<file path="config.mk">
export PLATFORM = sky130hd
export DESIGN_NAME = riscv_div_unit
export DESIGN_NICKNAME = d
export VERILOG_FILES = /design/src/rtl/riscv_div_unit.sv
export SDC_FILE = /design/constraint.sdc
export NUM_CORES = 1
export LEC_CHECK = 0
export CORE_MARGIN = 4
export CORE_UTILIZATION = 50
export CTS_CLUSTER_DIAMETER = 60
export CTS_CLUSTER_SIZE = 10
export DETAILED_ROUTE_END_ITERATION = 7
export HOLD_SLACK_MARGIN = 0.08
export PLACE_DENSITY = 0.67
export SETUP_SLACK_MARGIN = 0.4
export SLEW_MARGIN = 20
export SYNTH_ARGS = -nofsm -noshare
export SYNTH_HDL_FRONTEND = slang
export SYNTH_SLANG_ARGS = --single-unit
</file>
<file path="constraint.sdc">
create_clock -name clk -period 6.05 [get_ports clk]
set_input_delay 0.605 -clock clk [delete_from_list [all_inputs] [get_ports clk]]
set_output_delay 0.605 -clock clk [all_outputs]
set_load 0.005 [all_outputs]
</file>
<file path="src/rtl/riscv_div_unit.sv">
// RV32M multi-cycle divider (DIV/DIVU/REM/REMU), radix-2 restoring, EX stage.
// Define DIV_EARLY_OUT_EN to finish |dividend| < |divisor| in one cycle.
module riscv_div_unit #(
   parameter int XLEN  = 32,
   parameter int CNT_W = 6
) (
   input  logic            clk,
   input  logic            rst,
   input  logic            start,
   input  logic [1:0]      op,
   input  logic [XLEN-1:0] rs1_data,
   input  logic [XLEN-1:0] rs2_data,
   input  logic [4:0]      rd_in,
   input  logic            flush,
   output logic            busy,
   output logic            valid_out,
   output logic [XLEN-1:0] result,
   output logic [4:0]      rd_out
);

   typedef enum logic [1:0] {
      IDLE,
      CALC,
      DONE
   } state_t;

   localparam logic [XLEN-1:0] MINV = {1'b1, {(XLEN-1){1'b0}}};

   state_t            state;
   logic              rem_sel;
   logic [4:0]        rd_q;
   logic [XLEN-1:0]   dvsr;
   logic [XLEN-1:0]   rem;
   logic [XLEN-1:0]   quo;
   logic [CNT_W-1:0]  cnt;
   logic              neg_q;
   logic              neg_r;

   logic              is_signed;
   logic [XLEN-1:0]   abs1;
   logic [XLEN-1:0]   abs2;
   logic              div_zero;
   logic              ovf;
   logic              early;
   logic              fast;
   logic [XLEN-1:0]   fast_q;
   logic [XLEN-1:0]   fast_r;
   logic [XLEN-1:0]   fast_res;

   logic [XLEN:0]     shl;
   logic              ge;
   logic [XLEN-1:0]   diff;
   logic [XLEN-1:0]   rem_nx;
   logic [XLEN-1:0]   quo_nx;
   logic [XLEN-1:0]   q_fix;
   logic [XLEN-1:0]   r_fix;

   assign is_signed = ~op[0];
   assign abs1 = (is_signed && rs1_data[XLEN-1]) ? -rs1_data : rs1_data;
   assign abs2 = (is_signed && rs2_data[XLEN-1]) ? -rs2_data : rs2_data;
   assign div_zero = (rs2_data == '0);
   assign ovf = is_signed && (rs1_data == MINV) && (rs2_data == '1);

`ifdef DIV_EARLY_OUT_EN
   assign early = !div_zero && (abs1 < abs2);
`else
   assign early = 1'b0;
`endif

   assign fast = div_zero | ovf | early;

   // Divide-by-zero and overflow outrank the early-out case.
   always_comb begin
      fast_q = '1;
      fast_r = rs1_data;
      if (div_zero) begin
         fast_q = '1;
         fast_r = rs1_data;
      end else if (ovf) begin
         fast_q = MINV;
         fast_r = '0;
      end else if (early) begin
         fast_q = '0;
         fast_r = rs1_data;
      end
   end

   assign fast_res = op[1] ? fast_r : fast_q;

   // One restoring step on the magnitudes; the shifted partial remainder
   // needs one extra bit before the trial subtract.
   assign shl    = {rem, quo[XLEN-1]};
   assign ge     = (shl >= {1'b0, dvsr});
   assign diff   = shl[XLEN-1:0] - dvsr;
   assign rem_nx = ge ? diff : shl[XLEN-1:0];
   assign quo_nx = {quo[XLEN-2:0], ge};
   assign q_fix  = neg_q ? -quo_nx : quo_nx;
   assign r_fix  = neg_r ? -rem_nx : rem_nx;

   assign busy      = (state != IDLE);
   assign valid_out = (state == DONE);

   always_ff @(posedge clk or negedge rst) begin
      if (!rst) begin
         state   <= IDLE;
         rem_sel <= 1'b0;
         rd_q    <= '0;
         dvsr    <= '0;
         rem     <= '0;
         quo     <= '0;
         cnt     <= '0;
         neg_q   <= 1'b0;
         neg_r   <= 1'b0;
         result  <= '0;
         rd_out  <= '0;
      end else if (flush) begin
         state <= IDLE;
      end else begin
         unique case (state)
            IDLE: begin
               if (start) begin
                  rem_sel <= op[1];
                  rd_q    <= rd_in;
                  dvsr    <= abs2;
                  quo     <= abs1;
                  rem     <= '0;
                  cnt     <= CNT_W'(XLEN-1);
                  neg_q   <= is_signed &
                             (rs1_data[XLEN-1] ^ rs2_data[XLEN-1]);
                  neg_r   <= is_signed & rs1_data[XLEN-1];
                  if (fast) begin
                     result <= fast_res;
                     rd_out <= rd_in;
                     state  <= DONE;
                  end else begin
                     state <= CALC;
                  end
               end
            end
            CALC: begin
               rem <= rem_nx;
               quo <= quo_nx;
               cnt <= cnt - 1'b1;
               if (cnt == '0) begin
                  result <= rem_sel ? r_fix : q_fix;
                  rd_out <= rd_q;
                  state  <= DONE;
               end
            end
            DONE: state <= IDLE;
            default: state <= IDLE;
         endcase
      end
   end

endmodule
</file>
==> Flow_metrics.wiki <==
{| class="wikitable"
! Metric !! Value
|-
| Highest clock rate || 193.5 MHz
|-
| Cts bufs inserted || 17
|-
| Die outline area || 27110 sq um
|-
| Switching Share || 38.61%
|-
| Total Wirelength || 40960 microns
|-
| Hold buffer count at CTS || 0
|-
| Crit path required time || 6.34 ns
|-
| Number of H-tree branching levels || 4
|-
| HPWL after detailed placement || 30910 microns
|-
| Net switching power || 1.563 mW
|-
| Share of cells above drive strength 1 || 5.689%
|-
| Max rail drop VDD || 185.3 uV
|-
| Leading post-synthesis cells by cell area || sky130_fd_sc_hd__dfrtp_1 30%, sky130_fd_sc_hd__o21ai_0 7.0%, sky130_fd_sc_hd__nand2_1 6.5%
|-
| Vertical die dimension || 164.7 microns
|-
| Syn Inst Count || 1596
|-
| Antenna diode count || 0
|-
| Fraction of synthesized cell area taken by the top area cell type || 30.39%
|-
| Clock transition time at the flip-flop clock pins of the worst setup and hold paths || 0.07 ns
|-
| Clk sink count || 149
|-
| Detailed Routing Iterations Pass 1 || 6
|-
| Most area-hungry cell type in the Yosys netlist || sky130_fd_sc_hd__dfrtp_1
|-
| First-pass GRT wire length || 64540 microns
|-
| Pwr per Cell Area || 284.4 nW/um^2
|-
| Part of the power in combinational logic || 37.9%
|-
| Slew margin rel. || 26.44%
|-
| Endpoints failing setup || 0
|-
| Final cycle utilization of the critical path || 85.41%
|-
| Crit path kind || flop to flop
|-
| Most frequent CP cell || sky130_fd_sc_hd__ha_1
|-
| Most used standard cell by instance count after synthesis || sky130_fd_sc_hd__nand2_1
|-
| Synthesized area divided by synthesized cell count || 7.688 sq um
|-
| Antenna violations before repair || 0
|-
| Total routing resource utilization after global routing || 30.35%
|-
| Core area || 24250 sq um
|-
| Status || finished, final reports clean
|-
| Number of nets in the layout || 1772
|-
| DRC viols || 0
|-
| Period minus WS final || 5.167 ns
|-
| Dominant delay contributor by cell family on the critical path || simple AND/OR/NAND/NOR gates
|-
| Syn Std Cell Area || 12270 sq um
|-
| CP startpoint kind || flop
|-
| Max-cap violation count || 0
|-
| Top post-synthesis cells by count || 213 x sky130_fd_sc_hd__nand2_1, 171 x sky130_fd_sc_hd__o21ai_0, 149 x sky130_fd_sc_hd__dfrtp_1
|-
| TritonCTS clock tree || yes
|-
| Overflow left after global routing || 0
|-
| Routed Antenna Nets || 0
|-
| Hold/Removal Path Class || input pin to asynchronous set/reset pin
|-
| Peak per-stage delay on the critical path || 0.57 ns
|-
| Fill cell instance count of the final layout || 2302
|-
| Initial cell density of the core || 50.60%
|-
| Slew at the pin closest to its max-slew limit || 1.101 ns
|-
| Clock tree root driver cell || sky130_fd_sc_hd__clkbuf_16
|-
| Flip-flop and latch area || 3729 sq um
|-
| Number of distinct standard cells referenced by the synthesized netlist || 83
|-
| Width of the die || 164.7 microns
|-
| Unrepaired setup endpoints after global routing || false
|-
| Cells traversed along the worst timing path || ha_1 -> nand2_1 -> nor4_2 -> a41oi_2 -> o21ai_1 -> o31a_4 -> clkinv_1 -> mux2i_1 -> ha_1 -> o2111ai_1 -> or3_1 -> or4_1 -> nand3_1 -> a31oi_1
|-
| Largest net degree at the start of global routing || 95
|-
| CP Max Fanout || 15
|-
| Leakage dissipation || 5.936 nW
|-
| Seq pwr share || 34.1%
|-
| Max Buffers Root-to-Sink || 2
|-
| Number of max-slew violations in the final report || 0
|-
| Footprint of the multi-input gates || 7923 sq um
|-
| Worst Setup End Kind || flop
|-
| Area growth from synthesis to layout || 16.00%
|-
| Number of core rows || 57
|-
| Clk_lat worst skew || 0.44 ns
|-
| Boundary Pins || 114
|-
| Wirelength per Cell || 20.54 microns
|-
| Number of synthesized flops with an enable pin || 0
|-
| Global placer's final weighted congestion || 0.9382
|-
| Final core utilization || 58.70%
|-
| Part of the power in the clock network || 28.0%
|-
| Buffers added on ports || 113
|-
| Proportion of synthesized chip area in sequential cells || 30.39%
|-
| Data arrival time of the worst path || 5.46 ns
|-
| Critical-path top delay cell || sky130_fd_sc_hd__or3_1
|-
| Average vias per placed instance || 6.153
|-
| Accumulated negative setup slack || 0 ns
|-
| Share of async-settable or async-resettable flops after synthesis || 100.0%
|-
| Number of nets produced by synthesis || 1711
|-
| DR iter-0 viols || 1295
|-
| Clock skew || 0.01569 ns
|-
| Flip-flop cell with the highest count after synthesis || sky130_fd_sc_hd__dfrtp_1
|-
| Internal power summed over all cells || 2.485 mW
|-
| Count of synthesis-stage warnings from yosys || 0
|-
| Final Hold Violating Endpoints || 0
|-
| #FFs+latches synth || 149
|-
| WP buf/inv || 1
|-
| Total via count in the routed design || 12270
|-
| Via count of the first global-routing pass || 11490
|}
-- worst reg2reg max path: cells and delay by family (launching register included) --
family | cells | cell delay [ns]
compound gates | 5 | 1.16
buf+inv | 1 | 0.41
simple gates | 5 | 1.80
fa+ha+maj | 2 | 0.82
mux | 1 | 0.39
flops | 1 | 0.45
-- power by group through the flow --
| stage | combinational (mW) | sequential, mW | clock, mW |
|---|---|---|---|
| after floorplan | 0.952 | 1.35 | 0 |
| after global placement | 1.49 | 1.39 | 0 |
| after detailed placement | 1.51 | 1.39 | 0 |
| after CTS | 1.52 | 1.38 | 1.15 |
| after global routing | 1.70 | 1.41 | 1.19 |
| final | 1.53 | 1.38 | 1.13 |
-- routing by layer --
metal  global-route usage, %  vias to the layer above  wire (microns)
met4                   8.053                        0             932
met5                       0                        -               0
met2                   46.85                      439           18290
met1                   44.38                     5869           19090
li1                        -                     5893               -
met3                   4.817                       68            2648
-- timing repair --
| item | CTS | global route |
|---|---|---|
| setup buffers | 0 | 0 |
| endpoints found under the setup margin | 0 | 2 |
| resized for setup | 0 | 1 |
-- layout by cell type, fill, tap and decap left out, drive strengths merged, types with 8 or more instances in the layout --
master / instances
or4: 12
o211ai: 16
o41ai: 10
nor2: 122
nand4: 20
and2: 12
nor2b: 30
a31oi: 24
a211oi: 12
inv: 80
a221oi: 9
a21oi: 126
nand3: 32
nor3: 39
mux2i: 27
o31ai: 27
o21ai: 177
clkbuf: 17
dfrtp: 149
xor2: 46
ha: 39
nor4: 21
buf: 23
xnor2: 72
a21o: 18
nand2: 213
and3: 11
clkdlybuf4s50: 112
nand2b: 14
o21a: 8
or3: 30
-- stage by stage --
step / worst slack, ns / area [sq um] / power, mW / std cells / hold slack [ns]
after global placement: 0.9601 / 13620 / 2.884 / 1962 / 0.4611
after detailed placement: 0.8492 / 13620 / 2.900 / 1962 / 0.4629
final: 0.8830 / 14230 / 4.048 / 1994 / 0.2493
after CTS: 0.8129 / 14230 / 4.045 / 1994 / 0.3017
after floorplan: 1.549 / 12270 / 2.300 / 1596 / 0.3094
after global routing: 0.5598 / 14230 / 4.292 / 1994 / 0.3458
-- path summary, 6_finish.rpt --
| kind | slack, ns | cells past startpoint | endpoint | from |
|---|---|---|---|---|
| setup / recovery | 0.88 | 14 | result[30] | rem[6] |
| hold / removal | 0.25 | 1 | quo[23] | rst |
| setup reg to reg | 0.88 | 14 | result[30] | rem[6] |
| hold reg to reg | 0.48 | 2 | result[7] | result[7] |
| max in group asynchronous | 4.47 | 2 | neg_q | rst |
| min in group clk | 0.48 | 2 | result[7] | result[7] |
-- state kept, by name, indices dropped and copies added (netlist names), 2 cells and up --
name	cells
dvsr	32
quo	32
rem	32
result	32
cnt	6
rd_out	5
rd_q	5
state	2
-- area by class of cell --
class,instances,area share (%)
multi-input cells,1282,55.66
flip-flops and latches,149,26.20
clock buffers,17,2.989
well taps,324,2.848
repair buffers,135,9.116
inverters,72,1.899
clock inverters,15,1.292
-- cells by family after synthesis --
group / share of synthesized area (%)
multiplexers: 2.906
XOR/XNOR: 8.423
flip-flops: 30.39
AND/OR/NAND/NOR: 23.22
adder cells (fa/ha/maj): 4.140
AO/OA/AOI/OAI: 25.49
buffers and inverters: 5.435
Note: power is estimated with default switching activity, not from simulation.
